==> config.mk <==
export PLATFORM = sky130hd
export DESIGN_NAME = if_stage
export DESIGN_NICKNAME = d
export VERILOG_FILES = /design/src/rtl/if_stage_pkg.sv /design/src/rtl/if_stage_if_id_reg.sv /design/src/rtl/if_stage.sv
export SDC_FILE = /design/constraint.sdc
export NUM_CORES = 1
export LEC_CHECK = 0
export ABC_AREA = 0
export ABC_CLOCK_PERIOD_IN_PS = 2600
export CORE_ASPECT_RATIO = 1.25
export CORE_MARGIN = 1
export CORE_UTILIZATION = 30
export CTS_CLUSTER_SIZE = 12
export DETAILED_ROUTE_END_ITERATION = 8
export GPL_TIMING_DRIVEN = 0
export SYNTH_ARGS = -nofsm -noshare
export SYNTH_HDL_FRONTEND = slang
export SYNTH_SLANG_ARGS = --single-unit
==> constraint.sdc <==
create_clock -name clk -period 2.6 [get_ports clk]
set_clock_uncertainty 0.15 [all_clocks]
set_input_delay 0.52 -clock clk [delete_from_list [all_inputs] [get_ports clk]]
set_output_delay 0.52 -clock clk [all_outputs]
set_load 0.01 [all_outputs]
==> src/rtl/if_stage_pkg.sv <==
`default_nettype none
// ============================================================================
//  Module      : if_stage_pkg
//  Description : Shared constants, IF/ID operation encoding and helpers for
//                the instruction-fetch front end (if_stage / if_id_reg).
//  Revision    : 1.0 - initial release
// ============================================================================
package if_stage_pkg;

    // Width of the core-wide stall vector and the bits this stage looks at.
    localparam int c_STALL_W   = 6;
    localparam int c_STALL_PC  = 0;
    localparam int c_STALL_IF  = 1;
    localparam int c_STALL_ID  = 2;

    // Action taken by the IF/ID register on a given edge.
    typedef enum logic [1:0] {
        IFID_CAPTURE = 2'd0,
        IFID_BUBBLE  = 2'd1,
        IFID_HOLD    = 2'd2,
        IFID_FLUSH   = 2'd3
    } ifid_op_e;

    // A fetch address is misaligned when it is not word aligned.
    function automatic logic is_misaligned(input logic [1:0] low_bits);
        return (low_bits != 2'b00);
    endfunction

endpackage : if_stage_pkg
`default_nettype wire

==> src/rtl/if_stage_if_id_reg.sv <==
`default_nettype none
// ============================================================================
//  Module      : if_id_reg
//  Description : IF/ID pipeline register. Flush and bubble insert a NOP,
//                a stall of both IF and ID holds, otherwise the fetched
//                PC / instruction / misalign flag are captured.
//  Ports       : clk, rst            - clock, sync active-high reset
//                flush_i             - exception flush (highest priority)
//                stall_if_i/id_i     - stall of IF and of ID
//                pc_i, inst_i, adel_i- values to capture from fetch
//                id_pc_o, id_inst_o, id_adel_o - register contents
//  Revision    : 1.0 - initial release
// ============================================================================
module if_id_reg
    import if_stage_pkg::*;
#(
    parameter int ADDR_W = 32,
    parameter int INST_W = 32
) (
    input  logic              clk,
    input  logic              rst,
    input  logic              flush_i,
    input  logic              stall_if_i,
    input  logic              stall_id_i,
    input  logic [ADDR_W-1:0] pc_i,
    input  logic [INST_W-1:0] inst_i,
    input  logic              adel_i,
    output logic [ADDR_W-1:0] id_pc_o,
    output logic [INST_W-1:0] id_inst_o,
    output logic              id_adel_o
);

    ifid_op_e w_op;

    always_comb begin
        w_op = IFID_CAPTURE;
        if (flush_i) begin
            w_op = IFID_FLUSH;
        end else if (stall_if_i && !stall_id_i) begin
            // IF is stalled but ID advances: feed ID a NOP.
            w_op = IFID_BUBBLE;
        end else if (stall_if_i) begin
            w_op = IFID_HOLD;
        end
    end

    always_ff @(posedge clk) begin
        if (rst) begin
            id_pc_o   <= '0;
            id_inst_o <= '0;
            id_adel_o <= 1'b0;
        end else begin
            case (w_op)
                IFID_FLUSH, IFID_BUBBLE: begin
                    id_pc_o   <= '0;
                    id_inst_o <= '0;
                    id_adel_o <= 1'b0;
                end
                IFID_HOLD: begin
                    id_pc_o   <= id_pc_o;
                    id_inst_o <= id_inst_o;
                    id_adel_o <= id_adel_o;
                end
                default: begin
                    id_pc_o   <= pc_i;
                    id_inst_o <= inst_i;
                    id_adel_o <= adel_i;
                end
            endcase
        end
    end

endmodule : if_id_reg
`default_nettype wire

==> src/rtl/if_stage.sv <==
`default_nettype none
// ============================================================================
//  Module      : if_stage
//  Description : Instruction-fetch front end: PC register, ROM interface
//                and IF/ID pipeline register. Handles stall, taken branch
//                from ID and exception flush/redirect.
//  Ports       : clk, rst                 - clock, sync active-high reset
//                stall_i[5:0]             - stall vector (bits 0..2 used)
//                flush_i, new_pc_i        - exception flush and redirect
//                branch_flag_i/target_i   - taken branch from ID
//                rom_data_i               - combinational ROM read data
//                rom_addr_o, rom_ce_o     - ROM address (= PC) and enable
//                id_pc_o, id_inst_o, id_adel_o - IF/ID contents to decode
//  Revision    : 1.0 - initial release
// ============================================================================
module if_stage
    import if_stage_pkg::*;
#(
    parameter logic [31:0] RESET_PC = 32'h0000_0000,
    parameter int          ADDR_W   = 32,
    parameter int          INST_W   = 32
) (
    input  logic                 clk,
    input  logic                 rst,
    input  logic [c_STALL_W-1:0] stall_i,
    input  logic                 flush_i,
    input  logic [ADDR_W-1:0]    new_pc_i,
    input  logic                 branch_flag_i,
    input  logic [ADDR_W-1:0]    branch_target_i,
    input  logic [INST_W-1:0]    rom_data_i,
    output logic [ADDR_W-1:0]    rom_addr_o,
    output logic                 rom_ce_o,
    output logic [ADDR_W-1:0]    id_pc_o,
    output logic [INST_W-1:0]    id_inst_o,
    output logic                 id_adel_o
);

    logic [ADDR_W-1:0] r_pc;
    logic              r_ce;
    logic [ADDR_W-1:0] w_pc_next;
    logic [INST_W-1:0] w_fetch_inst;
    logic              w_fetch_adel;
    logic              w_stall_unused;

    // Later-stage stall bits are not relevant to fetch.
    assign w_stall_unused = ^stall_i[c_STALL_W-1:c_STALL_ID+1];

    // Next PC while fetching. Flush overrides stall; a branch presented
    // during a PC stall is dropped, ID keeps it asserted until released.
    always_comb begin
        w_pc_next = r_pc + ADDR_W'(4);
        if (flush_i) begin
            w_pc_next = new_pc_i;
        end else if (stall_i[c_STALL_PC]) begin
            w_pc_next = r_pc;
        end else if (branch_flag_i) begin
            w_pc_next = branch_target_i;
        end
    end

    // Chip enable rises one edge after reset release; until then the PC
    // parks on RESET_PC so the first real fetch is RESET_PC.
    always_ff @(posedge clk) begin
        if (rst) begin
            r_ce <= 1'b0;
            r_pc <= ADDR_W'(RESET_PC);
        end else begin
            r_ce <= 1'b1;
            if (r_ce) begin
                r_pc <= w_pc_next;
            end else begin
                r_pc <= ADDR_W'(RESET_PC);
            end
        end
    end

    assign rom_addr_o = r_pc;
    assign rom_ce_o   = r_ce;

    // Disabled ROM yields a NOP; misaligned fetches go ahead and are flagged.
    assign w_fetch_inst = r_ce ? rom_data_i : '0;
    assign w_fetch_adel = is_misaligned(r_pc[1:0]) & r_ce;

    if_id_reg #(
        .ADDR_W (ADDR_W),
        .INST_W (INST_W)
    ) u_if_id_reg (
        .clk        (clk),
        .rst        (rst),
        .flush_i    (flush_i),
        .stall_if_i (stall_i[c_STALL_IF]),
        .stall_id_i (stall_i[c_STALL_ID]),
        .pc_i       (r_pc),
        .inst_i     (w_fetch_inst),
        .adel_i     (w_fetch_adel),
        .id_pc_o    (id_pc_o),
        .id_inst_o  (id_inst_o),
        .id_adel_o  (id_adel_o)
    );

endmodule : if_stage
`default_nettype wire
==> impl_metrics.toml, run 1 <==
[run_status]
status = "finished, violations left"
violations = "design-rule violations"

[synthesis]
yosys.cell_types.count = 52
synth_edf_count = 0
syn_nets = 638
synth_top_area_share = 0.434
synth_ff_type = "dfxtp_1"
ys_ff_latch = 98
ys_warn_count = 0
synth.most_common_cell = "dfxtp_1"
postSynthCellCount = 531
yosysTopAreaCell = "dfxtp_1"
synthTopCellsByArea = "dfxtp_1 43%, a22oi_1 13%, nor2_1 7.4%"
async_flop_share = 0
ys_top_cells_by_count = "98 x dfxtp_1, 89 x nor2_1, 78 x a22oi_1, 26 x clkbuf_1, 25 x a21oi_1"
syn_area_mm2 = 0.00452
yosysSeqAreaShare = 0.434
avgSynthCellArea_um2 = 8.51

[worst_hold_path]
hold_start = "u_if_id_reg.id_adel_o"
hold-path-endpoint = "u_if_id_reg.id_adel_o"
hold_path_depth = 2
hold_path_class = "reg -> reg"

[clocking]
path_clk_slew_ps = 70
cts-root-buf = "clkbuf_16"
cts_inserted_buffers = 9
cts_sinks = 98
clk_latency_ps = 340
cts_tree = "yes"
cts_buffer_depth = 2
post-cts-setup-buffer-count = 0
htree_levels = 3

[timing]
max_freq_ghz = 0.396
tns_ps = 0
finalSetupViolCount = 0
period_minus_slack_ps = 2530
tightest_slew_ps = 739
rsz0062_at_grt = "no"
finalHoldViolations = 0
max_slew_margin = 0.507
fin_crit_sh = 0.972
maxSlewViolCount = 0

[worst_setup_path]
rrSetupSlack_ps = 120
worst_r2r_startpoint = "rom_addr_o[2]"
path_cells = "clkdlybuf4s50_1 > clkbuf_1 > clkbuf_1 > a21oi_1 > a211oi_1"
r2r_cells = 6
arrival_ps = 2620
crit_type = "in -> reg"
crit_path_end_kind = "register"
cp_top_family = "buffers and inverters"
path_buf_inv = 3
startpoint_type = "primary input"
cp_max_fo = 10
cp_slowest_cell = "clkdlybuf4s50_1"
cpMostUsedCell = "clkbuf_1"
slowest_delay_ps = 700
rr_endpoint = "rom_addr_o[24]"
cp.required_ps = 2690
critPathLaunch = "flush_i"

[die]
design.core.area_mm2 = 0.0145
io_pins = 204
dieArea_mm2 = 0.0156
die_w_um = 112
die_height_um = 139
rows = 49
initial_core_util = 0.311

[layout]
antenna_cells = 0
drive_above_1_share = 0.0657
fin_nets = 848
area_delta_synth_final_pct = 55.9

[routing]
via_count = 5006
drtIter0Drc = 395
drcViolationCount = 10
drt-total-wl_um = 18000
via_per_inst = 5.42
wire_per_inst_um = 19.5
ant_nets = 0
drt-pass1-iter-count = 7

[power]
ir_drop_uv = 249
power_density_mw_per_mm2 = 492
leakagePower_uw = 0.00252
fin_total_pwr_uw = 3470

[placed_design]
io_buffers = 199
finalWeightedCongestion = 0.876
hpwl_um = 13700

[global_routing]
antenna_found_initial = 0
first_global_vias = 5067
grt-ovfl-total = 0
grt_max_degree = 18
grt_pass1_wl_um = 28000
track_usage = 0.231

[run]
max_cap_violations = 0
## layer usage
| metal | track usage | up-vias | share of wire | routed length (um) |
|---|---|---|---|---|
| met4 | 0.106 | 0 | 0.034 | 619 |
| met2 | 0.390 | 223 | 0.49 | 8810 |
| li1 | - | 2378 | - | - |
| met3 | 0.0640 | 45 | 0.082 | 1480 |
| met1 | 0.270 | 2360 | 0.39 | 7120 |
| met5 | 0 | - | 0 | 0 |
## cell type report
cell class / instances / area [um^2]
sequential: 98 / 1960
tap: 178 / 223
fill: 1381 / 7480
timing repair buffer: 199 / 1990
inverter: 6 / 22.5
clock buffer: 9 / 225
buffer: 45 / 195
multi-input combinational: 382 / 2350
clock inverter: 7 / 77.6
## cells in the final DEF, fill, tap and decap left out, types with 3 or more instances in the layout
cell / count
a211oi_1: 5
a21oi_1: 25
a22oi_1: 78
a31oi_1: 3
and2_1: 3
and3_1: 11
and4_1: 3
buf_1: 4
buf_2: 12
clkbuf_1: 24
clkbuf_16: 9
clkbuf_2: 3
clkdlybuf4s50_1: 199
clkinvlp_4: 3
dfxtp_1: 98
inv_1: 4
mux2i_1: 11
nand2_1: 23
nand2b_1: 3
nand3_1: 19
nand4_1: 10
nand4_4: 3
nor2_1: 88
nor3_1: 9
nor4_2: 3
o21ai_0: 23
o21ai_1: 8
o221ai_1: 5
o22ai_1: 7
xnor2_1: 5
xor2_1: 7
## flip-flops by register name, summed over array words and instances, names as in the netlist
| name | flops |
|---|---|
| u_if_id_reg.id_pc_o | 32 |
| u_if_id_reg.id_adel_o | 1 |
| rom_ce_o | 1 |
| u_if_id_reg.id_inst_o | 32 |
| rom_addr_o | 32 |
## what timing repair did
action | CTS | global route
hold buffers | 0 | 0
resized for setup | 0 | 7
setup endpoints to repair | 0 | 9
## how the worst max path moves through the flow
stage,end,slack (ps),cells after the start
final,rom_addr_o[24],70,5
after global routing,rom_addr_o[24],20,5
after CTS,u_if_id_reg.id_adel_o,90,7
after detailed placement,u_if_id_reg.id_adel_o,-260,7
after global placement,u_if_id_reg.id_adel_o,-240,7
after floorplan,rom_addr_o[24],640,6
## worst min-delay path, cell delays in order (launching register included)
cell     delay [ps]
dfxtp_1         320
nand2_1          50
a21oi_1          50
## through the flow
| stage | util | cells | hold slack, ps | setup WS [ps] | cell area, um^2 |
|---|---|---|---|---|---|
| 6_report | 0.485 | 924 | 317 | 72.5 | 7050 |
| 5_1_grt | 0.485 | 924 | 356 | 17.8 | 7050 |
| 4_1_cts | 0.484 | 924 | 320 | 91.5 | 7040 |
| 3_5_place_dp | 0.464 | 908 | 305 | -260 | 6740 |
| 3_3_place_gp | 0.464 | 908 | 297 | -243 | 6740 |
| 2_1_floorplan | - | 531 | 326 | 636 | 4520 |
## cells by family (layout without fill, tap and decap cells)
kind of cell | after synthesis | count (layout) | synth area share
simple gates | 189 | 189 | 0.216
flops | 98 | 98 | 0.434
buf+inv | 51 | 266 | 0.0473
xor+xnor | 12 | 12 | 0.0232
fa+ha+maj | 1 | 1 | 0.00277
mux | 12 | 12 | 0.0268
compound gates | 168 | 168 | 0.250
## report_power, final
group / leakage (uW) / internal (uW) / switching [uW]
Clock: 0.000140 / 755 / 612
Sequential: 0.000795 / 1540 / 52.2
Combinational: 0.00159 / 276 / 239
Total: 0.00252 / 2570 / 903
(Power assumes the default switching activity.)
==> inputs of run 2 (changes only) <==
Settings changed: PLACE_DENSITY set to 0.64, TNS_END_PERCENT set to 20.
==> impl_metrics.toml, run 2 (same netlist as run 1, synthesis figures left out) <==
[run_status]
status = "finished, violations left"
violations = "design-rule violations"

[routing]
drt-total-wl_um = 18000
ant_nets = 0
drt-pass1-iter-count = 6
wire_per_inst_um = 19.4
drtIter0Drc = 334
drcViolationCount = 12
via_count = 5043
via_per_inst = 5.46

[power]
clockPowerShare = 0.431
intPower_uw = 2790
p_sw_frac = 0.245
power.share.sequential = 0.431
fin_total_pwr_uw = 3690
combinationalPowerShare = 0.139
power_switching_uw = 904
leakagePower_uw = 0.00255
power_density_mw_per_mm2 = 521
ir_drop_uv = 360

[run]
max_cap_violations = 0

[global_routing]
first_global_vias = 5012
antenna_found_initial = 0
grt_max_degree = 17
grt-ovfl-total = 0
track_usage = 0.229
grt_pass1_wl_um = 27700

[worst_setup_path]
crit_path_end_kind = "register"
worst_r2r_startpoint = "rom_addr_o[2]"
startpoint_type = "primary input"
rrSetupSlack_ps = 210
cp_max_fo = 8
arrival_ps = 2590
cp.required_ps = 2730
r2r_cells = 6
critPathLaunch = "rst"
crit_end = "rom_addr_o[25]"
rr_endpoint = "rom_addr_o[24]"
crit_type = "in -> reg"

[timing]
finalHoldViolations = 0
tightest_slew_ps = 986
maxSlewViolCount = 0
max_slew_margin = 0.337
rsz0062_at_grt = "yes"
max_freq_ghz = 0.406
finalSetupViolCount = 0
period_minus_slack_ps = 2460
fin_crit_sh = 0.947
timing.final.ws_setup_ps = 137

[placed_design]
finalWeightedCongestion = 0.898
hpwl_um = 13700
placed_area_mm2 = 0.00674
dp_slack_ps = -247
io_buffers = 199

[clocking]
cts_sinks = 98
path_clk_slew_ps = 70
clk_latency_ps = 340
htree_levels = 3
cts_tree = "yes"
cts-root-buf = "clkbuf_16"
cts_inserted_buffers = 9
cts_buffer_depth = 2
hold_buffers = 0

[die]
design.core.area_mm2 = 0.0145
dieArea_mm2 = 0.0156
rows = 49
die_height_um = 139
io_pins = 204
initial_core_util = 0.311
die_w_um = 112

[worst_hold_path]
hold_path_class = "reg -> reg"

[layout]
antenna_cells = 0
area_delta_synth_final_pct = 56.8
nFillCells = 1405
fin_area_mm2 = 0.00709
utilization = 0.488
fin_nets = 848
drive_above_1_share = 0.0603
mostFrequentLayoutCells = "199 x clkdlybuf4s50_1, 98 x dfxtp_1, 88 x nor2_1"
layout_commonest_cell = "clkdlybuf4s50_1"
## run 2: cell count changes in the layout (fill, tap and decap cells not counted), sizes merged
cell,before,now
clkbuf,36,37
buf,18,19
bufinv,1,3
clkinv,2,1
clkinvlp,3,0
## run 2: worst min-delay path by stage
stage          slack, ps                     to             startpoint  depth (start not counted)
6_report             320  u_if_id_reg.id_adel_o  u_if_id_reg.id_adel_o                          2
5_1_grt              330  u_if_id_reg.id_adel_o  u_if_id_reg.id_adel_o                          2
4_1_cts              320  u_if_id_reg.id_adel_o  u_if_id_reg.id_adel_o                          2
3_5_place_dp         300  u_if_id_reg.id_adel_o  u_if_id_reg.id_adel_o                          2
3_3_place_gp         300  u_if_id_reg.id_adel_o  u_if_id_reg.id_adel_o                          2
2_1_floorplan        330  u_if_id_reg.id_adel_o  u_if_id_reg.id_adel_o                          2
## run 2: layout make-up
class,instances,area (um^2),share of cell area
Clock buffer,11,243,0.0342
Tap cell,178,223,0.0314
Timing Repair Buffer,199,1990,0.281
Sequential cell,98,1960,0.277
Multi-Input combinational cell,382,2350,0.331
Inverter,6,22.5,0.00318
Buffer,45,193,0.0272
Clock inverter,5,108,0.0152
## run 2: power by group through the flow
| stage | clock (uW) | sequential, uW | combinational (uW) |
|---|---|---|---|
| 2_1_floorplan | 0 | 1620 | 188 |
| 3_3_place_gp | 0 | 1620 | 504 |
| 3_5_place_dp | 0 | 1620 | 509 |
| 4_1_cts | 1620 | 1590 | 512 |
| 5_1_grt | 1680 | 1590 | 550 |
| 6_report | 1590 | 1590 | 512 |
## run 2: per-stage QoR
stage                     hold slack (ps)  setup TNS [ps]  std cells
final                                 316               0        924
after global placement                297           -5140        908
after CTS                             316               0        924
after floorplan                       326               0        531
after global routing                  332           -10.7        924
after detailed placement              303           -7050        908
## run 2: timing repair
| item | CTS | global route |
|---|---|---|
| endpoints found under the setup margin | 0 | 5 |
| resized for setup | 0 | 3 |
| buffers inserted | 0 | 0 |
| endpoints found under the hold margin | 0 | 0 |
## run 2: worst max-delay path, stage by stage
cell             delay (ps)
clkdlybuf4s50_1         480
inv_1                   100
nand2_1                 110
nor3_1                  770
nand2_1                 390
o21ai_1                 210
## run 2: layer usage
metal  global-route usage  part of all wire
met5                    0                 0
met4               0.0996             0.027
met3               0.0627             0.084
met2                0.388              0.48
met1                0.269              0.41
==> inputs of run 3 (changes only) <==
Settings changed: CORE_UTILIZATION 30 to 42, PLACE_DENSITY 0.64 to 0.84, RECOVER_POWER set to 25.
==> impl_metrics.toml, run 3 (same netlist as run 1, synthesis figures left out) <==
[timing]
finalSetupViolCount = 0
timing.final.ws_setup_ps = 126
period_minus_slack_ps = 2470
tightest_slew_ps = 928
rsz0062_at_grt = "no"
max_slew_margin = 0.376
finalHoldViolations = 0
fin_crit_sh = 0.952
max_freq_ghz = 0.404
maxSlewViolCount = 0
hold_ws_ps = 311

[die]
design.core.area_mm2 = 0.0105
die_w_um = 94.8
io_pins = 204
initial_core_util = 0.430
dieArea_mm2 = 0.0112
rows = 42
die_height_um = 118

[global_routing]
grt-ovfl-total = 0
use_met2 = 0.510
met3_usage = 0.0646
antenna_found_initial = 0
grt_max_degree = 19
first_global_vias = 5075
track_usage = 0.306
top_usage_layer = "met2"
grt_pass1_wl_um = 26200
use_met1 = 0.365

[clocking]
cts_buffer_depth = 2
path_clk_slew_ps = 70
cts_inserted_buffers = 9
clk_latency_ps = 350
post-cts-setup-buffer-count = 0
cts-root-buf = "clkbuf_16"
htree_levels = 3
cts_sinks = 98
cts_tree = "yes"

[power]
power_density_mw_per_mm2 = 500
power.share.sequential = 0.455
ir_drop_uv = 403
combinationalPowerShare = 0.146
clockPowerShare = 0.400
fin_total_pwr_uw = 3490
power_switching_uw = 921
intPower_uw = 2570
leakagePower_uw = 0.00268
p_sw_frac = 0.264

[worst_setup_path]
cp.required_ps = 2710
startpoint_type = "primary input"
arrival_ps = 2590
worst_r2r_startpoint = "rom_addr_o[2]"
rrSetupSlack_ps = 150
cp_max_fo = 8
rr_endpoint = "rom_addr_o[24]"
r2r_cells = 6
crit_type = "in -> reg"
crit_path_end_kind = "register"

[routing]
wire_per_inst_um = 19.4
via_count = 5178
drcViolationCount = 0
drt-pass1-iter-count = 7
ant_nets = 0
via_per_inst = 5.90
drtIter0Drc = 398
drt-total-wl_um = 17100

[layout]
antenna_cells = 0
final_cells = 878
area_delta_synth_final_pct = 54.6
mostFrequentLayoutCells = "152 x clkdlybuf4s50_1, 98 x dfxtp_1, 88 x nor2_1"
drive_above_1_share = 0.0603
layout_commonest_cell = "clkdlybuf4s50_1"
fin_nets = 848
nFillCells = 862

[worst_hold_path]
hold_start = "u_if_id_reg.id_adel_o"
hold-path-endpoint = "u_if_id_reg.id_adel_o"
hold_path_class = "reg -> reg"
hold_path_depth = 2

[placed_design]
finalWeightedCongestion = 0.948
dp_slack_ps = -227
hpwl_um = 12800
place_inst = 862
io_buffers = 199

[run]
max_cap_violations = 0

[run_status]
status = "completed"
## run 3: metal layers
layer / part of all wire / up-vias
li1: - / 2392
met1: 0.38 / 2390
met2: 0.49 / 325
met3: 0.088 / 71
met4: 0.046 / 0
met5: 0 / -
## run 3: worst max-delay path, stage by stage
cell	delay, ps
clkdlybuf4s50_1	470
inv_1	100
nand2_1	130
nor3_1	740
nand2_1	410
o22ai_1	220
## run 3: how the worst max path moves through the flow
stage,from,endpoint,slack (ps),cells past startpoint
floorplan,rom_addr_o[2],rom_addr_o[24],640,6
global placement,flush_i,u_if_id_reg.id_adel_o,-180,7
detailed placement,flush_i,u_if_id_reg.id_adel_o,-230,7
CTS,flush_i,u_if_id_reg.id_adel_o,120,7
global route,rst,rom_addr_o[12],4,6
finish,rst,rom_addr_o[12],130,6
## run 3: final cells by class
type                            count  area, um^2  area share
Buffer                             45         191      0.0274
Clock buffer                        9         225      0.0322
Clock inverter                      7        83.8      0.0120
Inverter                            6        22.5     0.00322
Multi-Input combinational cell    382        2350       0.336
Sequential cell                    98        1960       0.281
Tap cell                          132         165      0.0236
Timing Repair Buffer              199        1990       0.285
## run 3: per-stage QoR
stage	setup TNS, ps	util	instance area, um^2
global placement	-3060	0.635	6680
global route	0	0.665	6990
floorplan	0	-	4520
CTS	0	0.665	6990
finish	0	0.665	6990
detailed placement	-5130	0.635	6680
## run 3: power groups by stage
stage / Sequential [uW] / Combinational [uW] / Clock, uW
floorplan: 1620 / 188 / 0
global route: 1590 / 540 / 1480
CTS: 1590 / 508 / 1400
finish: 1590 / 508 / 1400
detailed placement: 1620 / 503 / 0
global placement: 1620 / 495 / 0
## run 3: what timing repair did
item | 4_1_cts | 5_1_grt
hold buffers | 0 | 0
gates resized for setup | 0 | 1
endpoints found under the setup margin | 0 | 1
